===== src/rtl/cpu_pkg.sv =====
// Shared CPU definitions: fetch FSM states, NOP encoding and opcodes seen by maindec.
package cpu_pkg;

    localparam int unsigned XLEN = 32;

    // sll $0,$0,0
    localparam logic [XLEN-1:0] NOP_INSTR = 32'h0000_0000;

    // Opcode field instr[31:26]
    localparam logic [5:0] OP_RTYPE = 6'b000000;
    localparam logic [5:0] OP_LW    = 6'b100011;
    localparam logic [5:0] OP_SW    = 6'b101011;
    localparam logic [5:0] OP_BEQ   = 6'b000100;
    localparam logic [5:0] OP_ADDI  = 6'b001000;
    localparam logic [5:0] OP_J     = 6'b000010;

    // FETCH issues requests; HOLD parks one accepted word in the skid buffer
    typedef enum logic [0:0] {
        FETCH = 1'b0,
        HOLD  = 1'b1
    } fetch_state_t;

endpackage


===== src/rtl/ifetch_flopenrc.sv =====
// Register with async reset, synchronous clear (wins over enable) and load enable.
module flopenrc #(
    parameter int unsigned  W    = 32,
    parameter logic [W-1:0] INIT = '0
) (
    input  logic         clk,
    input  logic         reset,
    input  logic         i_en,
    input  logic         i_clr,
    input  logic [W-1:0] i_d,
    output logic [W-1:0] o_q
);

    logic [W-1:0] r_q;

    // Clear and reset both return the register to INIT
    always_ff @(posedge clk or posedge reset) begin
        if (reset) begin
            r_q <= INIT;
        end else if (i_clr) begin
            r_q <= INIT;
        end else if (i_en) begin
            r_q <= i_d;
        end
    end

    assign o_q = r_q;

endmodule


===== src/rtl/ifetch.sv =====
// Instruction fetch stage: PC, imem req/ready handshake, one-entry skid buffer and IF/ID register.
module ifetch
    import cpu_pkg::*;
#(
    parameter int unsigned  N        = 32,
    parameter logic [N-1:0] RESET_PC = '0,
    parameter logic [N-1:0] NOP      = N'(NOP_INSTR)
) (
    input  logic         clk,
    input  logic         reset,
    output logic         imem_req,
    output logic [N-1:0] imem_addr,
    input  logic         imem_ready,
    input  logic [N-1:0] imem_rdata,
    input  logic         stall_d,
    input  logic         flush_d,
    input  logic         pcsrc,
    input  logic [N-1:0] pcbranch,
    input  logic         jump,
    input  logic [N-1:0] pcjump,
    output logic [N-1:0] pc,
    output logic [N-1:0] instr_d,
    output logic [N-1:0] pcplus4_d,
    output logic         valid_d
);

    // IF/ID and skid entries are packed as {instr, pcplus4, valid}
    localparam int unsigned ENT_W = 2 * N + 1;
    localparam logic [ENT_W-1:0] IFID_INIT = {NOP, {N{1'b0}}, 1'b0};
    localparam logic [ENT_W-1:0] BUF_INIT  = '0;

    fetch_state_t r_state;
    fetch_state_t w_state_next;

    logic [N-1:0]     r_pc;
    logic [N-1:0]     w_pc_next;
    logic [N-1:0]     w_pcplus4;
    logic [N-1:0]     w_target;
    logic             w_pc_en;
    logic             w_accept;
    logic             w_redirect;
    logic             w_stall;

    logic [ENT_W-1:0] r_ifid;
    logic [ENT_W-1:0] w_ifid_d;
    logic             w_ifid_en;
    logic             w_ifid_clr;

    logic [ENT_W-1:0] r_buf;
    logic [ENT_W-1:0] w_buf_d;
    logic             w_buf_en;
    logic             w_buf_clr;

    assign w_accept   = (r_state == FETCH) && imem_ready;
    assign w_redirect = jump | pcsrc;
    assign w_target   = jump ? pcjump : pcbranch;
    assign w_pcplus4  = r_pc + N'(4);
    // A flush lets the pipe drain as if decode were ready
    assign w_stall    = stall_d & ~flush_d;
    assign w_buf_d    = {imem_rdata, w_pcplus4, 1'b1};

    // State register
    always_ff @(posedge clk or posedge reset) begin
        if (reset) begin
            r_state <= FETCH;
        end else begin
            r_state <= w_state_next;
        end
    end

    // Next-state logic: a redirect always restarts fetching
    always_comb begin
        w_state_next = r_state;
        if (w_redirect) begin
            w_state_next = FETCH;
        end else begin
            case (r_state)
                FETCH:   if (w_accept && w_stall) w_state_next = HOLD;
                HOLD:    if (!w_stall)            w_state_next = FETCH;
                default: w_state_next = FETCH;
            endcase
        end
    end

    // Output and datapath control: redirect > flush > stall > normal
    always_comb begin
        imem_req   = 1'b0;
        w_pc_en    = 1'b0;
        w_pc_next  = w_pcplus4;
        w_ifid_en  = 1'b0;
        w_ifid_clr = 1'b0;
        w_ifid_d   = {imem_rdata, w_pcplus4, 1'b1};
        w_buf_en   = 1'b0;
        w_buf_clr  = 1'b0;

        if (!reset && (r_state == FETCH)) begin
            imem_req = 1'b1;
        end

        if (w_redirect) begin
            // Wrong-path word (if any) is dropped along with the skid entry
            w_pc_en    = 1'b1;
            w_pc_next  = w_target;
            w_ifid_clr = 1'b1;
            w_buf_clr  = 1'b1;
        end else begin
            w_ifid_clr = flush_d;
            case (r_state)
                FETCH: begin
                    if (w_accept) begin
                        w_pc_en = 1'b1;
                        if (w_stall) begin
                            w_buf_en = 1'b1;
                        end else begin
                            w_ifid_en = 1'b1;
                        end
                    end else if (!w_stall) begin
                        // No word this cycle: bubble into decode
                        w_ifid_clr = 1'b1;
                    end
                end
                HOLD: begin
                    if (!w_stall) begin
                        w_ifid_en = 1'b1;
                        w_ifid_d  = r_buf;
                        w_buf_clr = 1'b1;
                    end
                end
                default: ;
            endcase
        end
    end

    // Program counter
    flopenrc #(.W(N), .INIT(RESET_PC)) u_pc (
        .clk   (clk),
        .reset (reset),
        .i_en  (w_pc_en),
        .i_clr (1'b0),
        .i_d   (w_pc_next),
        .o_q   (r_pc)
    );

    // IF/ID pipeline register
    flopenrc #(.W(ENT_W), .INIT(IFID_INIT)) u_ifid (
        .clk   (clk),
        .reset (reset),
        .i_en  (w_ifid_en),
        .i_clr (w_ifid_clr),
        .i_d   (w_ifid_d),
        .o_q   (r_ifid)
    );

    // Skid buffer for a word accepted while decode is stalled
    flopenrc #(.W(ENT_W), .INIT(BUF_INIT)) u_buf (
        .clk   (clk),
        .reset (reset),
        .i_en  (w_buf_en),
        .i_clr (w_buf_clr),
        .i_d   (w_buf_d),
        .o_q   (r_buf)
    );

    assign pc        = r_pc;
    assign imem_addr = r_pc;
    assign instr_d   = r_ifid[2*N:N+1];
    assign pcplus4_d = r_ifid[N:1];
    assign valid_d   = r_ifid[0];

endmodule


===== config.mk =====
export PLATFORM = sky130hd
export DESIGN_NAME = ifetch
export DESIGN_NICKNAME = d
export VERILOG_FILES = /design/src/rtl/cpu_pkg.sv /design/src/rtl/ifetch_flopenrc.sv /design/src/rtl/ifetch.sv
export SDC_FILE = /design/constraint.sdc
export NUM_CORES = 1
export LEC_CHECK = 0
export BUFFER_PORTS_ARGS = -buffer_cell sky130_fd_sc_hd__buf_2
export CELL_PAD_IN_SITES_DETAIL_PLACEMENT = 0
export CELL_PAD_IN_SITES_GLOBAL_PLACEMENT = 2
export CORE_UTILIZATION = 34
export CTS_BUF_LIST = sky130_fd_sc_hd__clkbuf_16
export CTS_CLUSTER_SIZE = 28
export DETAILED_ROUTE_END_ITERATION = 12
export HOLD_SLACK_MARGIN = 0.05
export PLACE_DENSITY = 0.85
export SLEW_MARGIN = 20
export SYNTH_ARGS = -nofsm -noshare
export SYNTH_HDL_FRONTEND = slang
export SYNTH_SLANG_ARGS = --single-unit
export TNS_END_PERCENT = 20

===== constraint.sdc =====
create_clock -name clk -period 7.7 [get_ports clk]
set_input_delay 0 -clock clk [delete_from_list [all_inputs] [get_ports clk]]
set_output_delay 0 -clock clk [all_outputs]
set_load 0.03 [all_outputs]

# ---- Word level (Yosys, flattened, before mapping)
# Index checks and enable logic that the tools add are counted.
dict set report totals {
  register_bits 163
  latch_bits 0
  mem_bits_rw 0
  mem_bits_ro 0
  input_bits 103
  output_inout_bits 130
  wordCells 45
  memories 0
}
dict set report classes {
  n_addsub 1
  mul 0
  n_div 0
  magnitude_cmp 0
  eq_ne 0
  shifts 0
  mux 30
  n_bitwise 4
  n_reduce_logical 6
}
# op count
set ops {}
lappend ops {{65-bit 2-to-1 mux} 7}
lappend ops {{32-bit 2-to-1 mux} 2}
lappend ops {{32-bit by 3-bit adder with 32-bit output (second input constant)} 1}
lappend ops {{1-bit 2-to-1 mux} 19}
lappend ops {{1-bit case mux with 2 select lines} 2}
lappend ops {{2-bit nonzero test} 2}
lappend ops {{1-bit logical AND} 3}
lappend ops {{1-bit NOT} 2}
lappend ops {{1-bit bitwise AND} 1}
lappend ops {{1-bit zero test} 1}
lappend ops {{1-bit bitwise OR} 1}

# ---- Logic depth before layout (Yosys ltp)
# Gate-level depths: netlist of run 1.
dict set report depth {
  depth_word 8
  depth_mapped 8
}

# ---- Cells and area by module
# A second synthesis of run 1 with hierarchy kept.
dict set report hier_totals {
  cells_unflattened 877
  hier_area_um2 9093.7
}
# module n_inst cells_each area_each_um2
set modules_own_cells {}
lappend modules_own_cells {{flopenrc (u_buf ...)} 2 210 2671.3}
lappend modules_own_cells {ifetch 1 353 2423.6}
lappend modules_own_cells {{flopenrc (u_pc)} 1 104 1327.5}

# ---- Worst setup path after synthesis of run 1
# Ideal clock, no wire load.
dict set report synth_path {
  path_kind {register to register}
  from {reg u_pc.r_q[2], in the netlist u_pc.o_q[2]}
  to {reg u_pc.r_q[22], in the netlist u_pc.o_q[22]}
  setup_time_ns 0.082
  t_arrival_ns 2.083
  t_required_ns 7.618
  slack_ns 5.535
  path_stages_with_launch 8
  n_path_buf 1
  period_less_slack_ns 2.165
  path_cell_list {dfrtp_1 > ha_1 > and4_1 > buf_2 > and2_4 > nand2_2 > or4_1 > a31oi_1}
}
dict set report synth_via {
  elab_chain_cells 2
}
# item line_no
set synth_rtl {}
lappend synth_rtl {{from (decl)} ifetch_flopenrc.sv:14} ;# logic [W-1:0] r_q;
lappend synth_rtl {{from (signal assigned)} ifetch_flopenrc.sv:23} ;# r_q <= i_d;
lappend synth_rtl {{32-bit by 3-bit adder with 32-bit output} ifetch.sv:57} ;# assign w_pcplus4 = r_pc + N'(4);
lappend synth_rtl {{32-bit 2-to-1 mux} ifetch.sv:100} ;# if (w_redirect) begin
# No other way between the ends.
# A chain may end at the register's enable or synchronous reset.

# ---- Worst setup path after layout of run 1
dict set report layout_path {
  from {reg u_pc.r_q[2], in the netlist u_pc.o_q[2]}
  to {reg u_pc.r_q[30], in the netlist u_pc.o_q[30]}
}
# The elaborated chain is that of the path after synthesis.

==> impl_metrics.py, run 1 <==
metrics = {
    "floorplan": {
        "core.rowCount": 57,
        "core-area_um2": 24200,
        "start_util": 0.346,
        "die_area_um2": 25300,
        "fp.dieW_um": 159,
        "dieHeight_um": 159,
        "io_pins": 233,
    },
    "global_routing": {
        "grt_max_degree": 96,
        "grt_pass1_wl_um": 39200,
        "grt_overflow": 0,
        "antenna_found_initial": 0,
        "grt_usage": 0.196,
        "grt_pass1_vias": 6906,
    },
    "clocking": {
        "root_buffer": "clkbuf_16",
        "cts_tree": "yes",
        "post-cts-setup-buffers": 0,
        "hold_buffers": 98,
        "cts_max_level": 4,
        "cts_buffer_depth": 2,
        "insertion_delay_ns": 0.43,
        "clkTransAtPathRegs_ns": 0.07,
        "cts_resized": 0,
        "cts_sinks": 163,
        "cts-buffers-inserted": 17,
    },
    "worst_setup_path": {
        "cp-end-kind": "flip-flop",
        "cp_max_fo": 7,
        "r2r_slack_ns": 4.85,
        "crit_chain": "ha_1, and4b_1, nand4_1, nor4_1, xnor2_1, o221ai_1, dlygate4sd3_1",
        "critical_path.top_delay_family": "simple AND/OR/NAND/NOR gates",
        "crit_start": "u_pc.o_q[2]$_DFFE_PP0P_",
        "cpMaxStageDelayCell": "dlygate4sd3_1",
        "path_buf_inv": 1,
        "critPathRequiredTime_ns": 8.02,
        "crit_cells": 7,
        "r2r_start": "u_pc.o_q[2]$_DFFE_PP0P_",
        "worst-r2r-cell-count": 7,
        "start_kind": "flip-flop",
        "timing.rr.end": "u_pc.o_q[30]$_DFFE_PP0P_",
        "slowest_delay_ns": 0.59,
        "cp.arrival_ns": 3.17,
        "critPathKind": "reg2reg",
    },
    "worst_hold_path": {
        "whs_endpoint": "u_pc.o_q[28]$_DFFE_PP0P_",
        "hold_path_class": "in2reg",
        "min_path_cells": 4,
        "worstHoldStart": "pcbranch[28]",
    },
    "placement": {
        "dp.final_hpwl_um": 16200,
        "placed_area_um2": 9470,
        "place.gp.congestion": 0.769,
        "place_ws_ns": 4.71,
        "io_buffers": 232,
    },
    "timing": {
        "slew_violations": 0,
        "fin_crit_sh": 0.371,
        "rsz0062_at_grt": "no",
        "worst_hold_slack_ns": 0.0520,
        "tightest_slew_ns": 1.03,
        "finalHoldViolations": 0,
        "setup_tns_ns": 0,
        "fin_ws_ns": 4.85,
        "fin_crit_ns": 2.85,
        "max_freq_mhz": 350,
        "setup_viol": 0,
        "relSlewSlack": 0.311,
        "skew_ns": 0.0110,
    },
    "job": {
        "cap_violations": 0,
    },
    "logic_synthesis": {
        "async_reset_ff_frac": 1.00,
        "synth_edf_count": 0,
        "netlist_instances": 850,
        "syn_area_um2": 8380,
        "synth_area_per_cell_um2": 9.86,
        "synth-seq-area-share": 0.487,
        "yosys.area.top_type_share": 0.487,
        "ys_ff_latch": 163,
        "yosysMostFrequentCell": "dfrtp_1",
        "synth_top_cell_by_area": "dfrtp_1",
        "ys_types": 58,
        "synth_commonest_cells": "dfrtp_1, nand2_1, o21ai_0",
        "synth_ff_type": "dfrtp_1",
        "ys_warn_count": 0,
        "syn_nets": 954,
        "synth_area_leaders": "dfrtp_1, o21ai_0, nand2_1",
    },
    "routing": {
        "drtIter0Drc": 494,
        "drt-vias-per-instance": 5.00,
        "drt_first_pass_iters": 5,
        "final_antenna_net_count": 0,
        "wirelength_um": 24600,
        "routedWlPerCell_um": 17.0,
        "vias": 7234,
        "drc": 0,
    },
    "finish": {
        "area_growth_pct": 32.0,
        "final_area_um2": 11100,
        "nets": 1214,
        "drive_gt1_frac": 0.271,
        "diodes": 0,
    },
    "power_and_ir_drop": {
        "power.density_nw_per_um2": 193,
        "peakVddDrop_mv": 0.115,
        "p_leak_uw": 0.00540,
    },
    "run_status": {
        "status": "finished, final reports clean",
    },
}
==> metal layers <==
layer  up-vias  global-route usage  wire length (um)
li1       3525                   -                 -
met1      3456               0.289             12300
met2       230               0.297             11100
met3        23              0.0333              1050
met4         0              0.0529               265
met5         -                   0                 0
==> final cells by class <==
| class | count | area, um^2 |
|---|---|---|
| timing repair buffer | 337 | 2190 |
| sequential | 163 | 4080 |
| clock inverter | 15 | 186 |
| clock buffer | 17 | 425 |
| tap | 324 | 405 |
| inverter | 7 | 31.3 |
| fill | 2422 | 13200 |
| multi-input combinational | 584 | 3740 |
==> tightest hold or removal path, stage by stage <==
cell      delay, ns
buf_2          0.07
nor2b_1        0.12
a211oi_1       0.06
nor3_1         0.18
==> how the worst max path moves through the flow <==
stage | endpoint
after floorplan | r_state$_DFF_PP0_
after global placement | u_buf.o_q[17]$_DFFE_PP0P_
after detailed placement | u_buf.o_q[17]$_DFFE_PP0P_
after CTS | u_pc.o_q[30]$_DFFE_PP0P_
after global routing | u_pc.o_q[30]$_DFFE_PP0P_
final | u_pc.o_q[30]$_DFFE_PP0P_
==> kinds of logic (layout without fill, tap and decap cells) <==
kind of cell    count (synthesis)  after routing  share of synthesized area
compound gates                240            240                      0.186
xor+xnor                       44             44                     0.0460
fa+ha+maj                       1              1                    0.00149
buf+inv                       103            376                     0.0693
flops                         163            163                      0.487
mux                            43             43                     0.0514
simple gates                  256            256                      0.159
==> layout by cell type, fill, tap and decap left out, types with 8 or more instances in the layout <==
cell	n
a22oi_2	10
nand4_1	12
nor3_1	12
o21ai_0	100
dlygate4sd3_1	98
dfrtp_1	163
o21ai_1	10
nor4_1	11
a211oi_1	10
xnor2_1	32
nand3_1	11
xor2_1	12
nor2_1	23
mux2i_1	43
clkbuf_16	17
and4_1	8
buf_2	232
nor2b_1	12
nand2_1	126
a22o_1	41
a21oi_1	36
==> through the flow <==
stage / utilization / cells / power, uW
4_1_cts: 0.456 / 1447 / 2160
6_report: 0.456 / 1447 / 2140
3_3_place_gp: 0.391 / 1317 / 1250
5_1_grt: 0.456 / 1447 / 2230
3_5_place_dp: 0.391 / 1317 / 1250
2_1_floorplan: - / 850 / 1160
==> flip-flops by register name, indices dropped and copies added (netlist names) <==
signal,flops
u_buf.o_q,65
u_pc.o_q,32
r_state,1
u_ifid.o_q,65
==> power breakdown <==
| part | internal (uW) | switching [uW] | total, uW |
|---|---|---|---|
| clock network | 441 | 417 | 858 |
| logic | 135 | 211 | 346 |
| registers | 881 | 54.9 | 936 |
| total | 1460 | 683 | 2140 |
Power figures use the tool's default switching activity.
==> run 2, diff against run 1 <==
--- a/config.mk
+++ b/config.mk
@@ -8,12 +8,12 @@
 export BUFFER_PORTS_ARGS = -buffer_cell sky130_fd_sc_hd__buf_2
 export CELL_PAD_IN_SITES_DETAIL_PLACEMENT = 0
 export CELL_PAD_IN_SITES_GLOBAL_PLACEMENT = 2
-export CORE_UTILIZATION = 34
+export CORE_UTILIZATION = 32
 export CTS_BUF_LIST = sky130_fd_sc_hd__clkbuf_16
 export CTS_CLUSTER_SIZE = 28
 export DETAILED_ROUTE_END_ITERATION = 12
 export HOLD_SLACK_MARGIN = 0.05
-export PLACE_DENSITY = 0.85
+export PLACE_DENSITY = 0.8
 export SLEW_MARGIN = 20
 export SYNTH_ARGS = -nofsm -noshare
 export SYNTH_HDL_FRONTEND = slang
==> constraint.sdc (replaced) <==
create_clock -name clk -period 3 [get_ports clk]
set_input_delay 0 -clock clk [delete_from_list [all_inputs] [get_ports clk]]
set_output_delay 0 -clock clk [all_outputs]
set_load 0.03 [all_outputs]
==> impl_metrics.py, run 2 (synthesized netlist as in run 1, its figures left out) <==
metrics = {
    "run_status": {
        "status": "finished, final reports clean",
    },
    "worst_setup_path": {
        "cp_max_fo": 7,
        "worst-r2r-cell-count": 7,
        "cp-end-kind": "flip-flop",
        "r2r_start": "u_pc.o_q[2]$_DFFE_PP0P_",
        "critPathRequiredTime_ns": 3.31,
        "crit_start": "u_pc.o_q[2]$_DFFE_PP0P_",
        "start_kind": "flip-flop",
        "cp.arrival_ns": 3.10,
        "critPathKind": "reg2reg",
    },
    "timing": {
        "max_freq_mhz": 359,
        "skew_ns": 0.0160,
        "relSlewSlack": 0.485,
        "rsz0062_at_grt": "no",
        "setup_viol": 0,
        "tightest_slew_ns": 0.771,
        "setup_tns_ns": 0,
        "fin_crit_sh": 0.930,
        "fin_crit_ns": 2.79,
        "worst_hold_slack_ns": 0.0769,
        "finalHoldViolations": 0,
        "slew_violations": 0,
    },
    "power_and_ir_drop": {
        "power.density_nw_per_um2": 496,
        "power_frac_seq": 0.431,
        "p_int_uw": 3820,
        "p_comb_frac": 0.165,
        "p_clk_frac": 0.404,
        "p_leak_uw": 0.00547,
        "power_uw": 5570,
        "p_switching_uw": 1740,
        "peakVddDrop_mv": 0.353,
        "swShare": 0.313,
    },
    "routing": {
        "final_antenna_net_count": 0,
        "drc": 0,
        "drt_first_pass_iters": 4,
        "drt-vias-per-instance": 5.03,
        "drtIter0Drc": 433,
        "routedWlPerCell_um": 17.5,
        "wirelength_um": 25700,
        "vias": 7363,
    },
    "job": {
        "cap_violations": 0,
    },
    "clocking": {
        "cts_max_level": 4,
        "clkTransAtPathRegs_ns": 0.07,
        "post-cts-setup-buffers": 0,
        "root_buffer": "clkbuf_16",
        "cts_resized": 0,
        "cts_buffer_depth": 2,
        "cts_sinks": 163,
        "cts-buffers-inserted": 17,
        "insertion_delay_ns": 0.43,
        "cts_tree": "yes",
    },
    "floorplan": {
        "dieHeight_um": 164,
        "start_util": 0.329,
        "die_area_um2": 26800,
        "io_pins": 233,
        "fp.dieW_um": 164,
        "core-area_um2": 25500,
        "core.rowCount": 58,
    },
    "global_routing": {
        "antenna_found_initial": 0,
        "grt_max_degree": 65,
        "grt_overflow": 0,
        "grt_pass1_vias": 7298,
        "grt_usage": 0.196,
        "grt_pass1_wl_um": 40700,
    },
    "finish": {
        "final_cell_mix": "buf_2, dfrtp_1, nand2_1",
        "drive_gt1_frac": 0.276,
        "final_common_cell": "buf_2",
        "nets": 1226,
        "area_growth_pct": 33.8,
        "diodes": 0,
    },
    "placement": {
        "place.gp.congestion": 0.800,
        "dp.final_hpwl_um": 17700,
        "io_buffers": 232,
    },
    "worst_hold_path": {
        "hold_path_class": "in2reg",
        "worstHoldStart": "jump",
        "min_path_cells": 3,
    },
}
run 2: routing by layer:
metal,GRT usage,part of all wire,wire (um),vias up
li1,-,-,-,3565
met1,0.276,0.47,12200,3551
met2,0.306,0.46,11900,229
met3,0.0384,0.053,1360,18
met4,0.0484,0.0097,249,0
met5,0,0,0,-
run 2: area by class of cell:
cell class	instances	area [um^2]
Inverter	7	30.0
Clock inverter	15	181
Multi-Input combinational cell	584	3740
Timing Repair Buffer	349	2340
Clock buffer	17	425
Tap cell	330	413
Fill cell	2540	14300
Sequential cell	163	4080
run 2: worst max-delay path: stages, from the launching register on:
cell	delay (ns)
dfrtp_1	0.50
ha_1	0.35
and4_1	0.42
nand4_4	0.19
nor4_1	0.40
xnor2_1	0.17
a21oi_1	0.08
dlygate4sd3_1	0.57
run 2: final timing paths:
check                                            endpoint  slack (ns)
worst max-delay path             u_pc.o_q[24]$_DFFE_PP0P_        0.21
worst min-delay path             u_buf.o_q[0]$_DFFE_PP0P_        0.08
worst max register to register   u_pc.o_q[24]$_DFFE_PP0P_        0.21
worst min register to register  u_ifid.o_q[0]$_DFFE_PP0P_        0.47
max in group asynchronous        u_pc.o_q[27]$_DFFE_PP0P_        1.89
min in group asynchronous        u_buf.o_q[6]$_DFFE_PP0P_        0.28
run 2: power groups by stage:
stage / Sequential, uW / Combinational [uW] / Clock, uW
3_5_place_dp: 2440 / 800 / 0
6_report: 2400 / 918 / 2250
4_1_cts: 2400 / 925 / 2290
2_1_floorplan: 2480 / 489 / 0
5_1_grt: 2410 / 999 / 2390
3_3_place_gp: 2440 / 802 / 0
run 2: per-stage QoR:
stage	setup WS, ns	instances	util	area [um^2]
floorplan	0.835	850	-	8390
global placement	0.676	1332	0.377	9600
detailed placement	0.663	1332	0.377	9600
CTS	0.134	1465	0.440	11200
global route	0.0280	1465	0.440	11200
finish	0.211	1465	0.440	11200
run 2: repair_timing:
action	in CTS	in global routing
endpoints found under the hold margin	128	0
setup endpoints to repair	0	0
hold buffers	101	0
==> run 3, diff against run 2 <==
--- a/config.mk
+++ b/config.mk
@@ -14,6 +14,8 @@
 export DETAILED_ROUTE_END_ITERATION = 12
 export HOLD_SLACK_MARGIN = 0.05
 export PLACE_DENSITY = 0.8
+export RECOVER_POWER = 25
+export SETUP_SLACK_MARGIN = 0.05
 export SLEW_MARGIN = 20
 export SYNTH_ARGS = -nofsm -noshare
 export SYNTH_HDL_FRONTEND = slang
==> impl_metrics.py, run 3 (synthesized netlist as in run 1, its figures left out) <==
metrics = {
    "run_status": {
        "status": "finished, violations left",
        "violations": "max-capacitance violations, max-slew violations",
    },
    "placement": {
        "placed_cells": 1332,
        "place_ws_ns": 0.663,
        "io_buffers": 232,
        "dp.final_hpwl_um": 17700,
        "place.gp.congestion": 0.800,
        "placed_area_um2": 9600,
    },
    "worst_setup_path": {
        "critPathKind": "reg2reg",
        "path_buf_inv": 1,
        "cpMaxStageDelayCell": "dlygate4sd3_1",
        "start_kind": "flip-flop",
        "cp_max_fo": 7,
        "cp-end-kind": "flip-flop",
        "critPathRequiredTime_ns": 3.31,
        "critical_path.top_delay_family": "simple AND/OR/NAND/NOR gates",
        "slowest_delay_ns": 0.58,
        "crit_chain": "ha_1, and4b_1, nand4_1, nor4_1, xnor2_1, o221ai_1, dlygate4sd3_1",
        "cp.arrival_ns": 3.08,
    },
    "global_routing": {
        "antenna_found_initial": 0,
        "grt_overflow": 0,
        "grt_usage": 0.196,
        "grt_max_degree": 65,
        "grt_pass1_vias": 7298,
        "grt_pass1_wl_um": 40700,
    },
    "floorplan": {
        "fp.dieW_um": 164,
        "start_util": 0.329,
        "io_pins": 233,
        "core-area_um2": 25500,
        "dieHeight_um": 164,
        "core.rowCount": 58,
        "die_area_um2": 26800,
    },
    "power_and_ir_drop": {
        "peakVddDrop_mv": 0.352,
        "p_leak_uw": 0.00518,
        "power.density_nw_per_um2": 500,
    },
    "timing": {
        "fin_crit_ns": 2.77,
        "fin_crit_sh": 0.924,
        "setup_viol": 0,
        "skew_ns": 0.0159,
        "fin_ws_ns": 0.227,
        "rsz0062_at_grt": "no",
        "finalHoldViolations": 0,
        "setup_tns_ns": 0,
        "slew_violations": 33,
        "tightest_slew_ns": 1.54,
        "max_freq_mhz": 361,
        "relSlewSlack": -0.0318,
    },
    "finish": {
        "final_cell_mix": "buf_2, dfrtp_1, nand2_1",
        "nets": 1226,
        "final_common_cell": "buf_2",
        "finalNonFillerCells": 1465,
        "diodes": 0,
        "area_growth_pct": 32.7,
        "postLayoutCoreUtil": 0.437,
        "final_area_um2": 11100,
        "fillCellCount": 2564,
        "drive_gt1_frac": 0.219,
    },
    "clocking": {
        "cts_buffer_depth": 2,
        "insertion_delay_ns": 0.43,
        "root_buffer": "clkbuf_16",
        "cts-buffers-inserted": 17,
        "clkTransAtPathRegs_ns": 0.07,
        "cts_tree": "yes",
        "cts_max_level": 4,
        "post-cts-setup-buffers": 0,
        "cts_sinks": 163,
    },
    "routing": {
        "final_antenna_net_count": 0,
        "drt_first_pass_iters": 4,
        "drtIter0Drc": 426,
        "drt-vias-per-instance": 4.99,
        "routedWlPerCell_um": 17.6,
        "wirelength_um": 25700,
        "vias": 7314,
        "drc": 0,
    },
    "worst_hold_path": {
        "hold_path_class": "in2reg",
    },
    "job": {
        "cap_violations": 1,
    },
}
[run 3: worst reg2reg max path, stage by stage (launching register included)]
cell	delay, ns
dfrtp_1	0.50
ha_1	0.35
and4b_1	0.35
nand4_1	0.21
nor4_1	0.37
xnor2_1	0.17
o221ai_1	0.13
dlygate4sd3_1	0.58
[run 3: timing repair]
| action | 4_1_cts | 5_1_grt |
|---|---|---|
| gates resized for setup | 0 | 1 |
| hold buffers | 101 | 0 |
| hold endpoints to repair | 128 | 0 |
| setup endpoints to repair | 0 | 1 |
[run 3: final cells by class]
type / count / area (um^2) / area share
Timing Repair Buffer: 349 / 2240 / 0.202
Inverter: 7 / 27.5 / 0.00248
Clock buffer: 17 / 425 / 0.0383
Sequential cell: 163 / 4080 / 0.367
Clock inverter: 15 / 181 / 0.0163
Tap cell: 330 / 413 / 0.0371
Multi-Input combinational cell: 584 / 3750 / 0.337
[run 3: worst paths after layout]
| check | from | end | slack [ns] | cells after the start |
|---|---|---|---|---|
| min reg2reg | u_ifid.o_q[0]$_DFFE_PP0P_ | u_ifid.o_q[0]$_DFFE_PP0P_ | 0.47 | 2 |
| max reg2reg | u_pc.o_q[2]$_DFFE_PP0P_ | u_pc.o_q[30]$_DFFE_PP0P_ | 0.23 | 7 |
| max | u_pc.o_q[2]$_DFFE_PP0P_ | u_pc.o_q[30]$_DFFE_PP0P_ | 0.23 | 7 |
| min | pcbranch[28] | u_pc.o_q[28]$_DFFE_PP0P_ | 0.08 | 4 |
| max in group asynchronous | reset | u_buf.o_q[37]$_DFFE_PP0P_ | 0.94 | 4 |
| min in group asynchronous | reset | u_buf.o_q[6]$_DFFE_PP0P_ | 0.51 | 3 |
[run 3: where the power goes]
group / internal [uW] / switching, uW / leakage, uW
sequential: 2260 / 136 / 0.00221
clock: 1200 / 1050 / 0.000295
combinational: 356 / 556 / 0.00267
[run 3: metal layers]
metal  wire length, um  global-route usage  up-vias
met2             11900               0.306      192
li1                  -                   -     3568
met4               257              0.0484        0
met3              1160              0.0384       19
met1             12400               0.276     3535
met5                 0                   0        -
[run 3: per-stage QoR]
stage               hold slack (ns)  power, uW
finish                       0.0781       5560
detailed placement            0.198       3240
global route                 0.0843       5790
global placement              0.199       3240
CTS                          0.0641       5610
floorplan                     0.107       2970
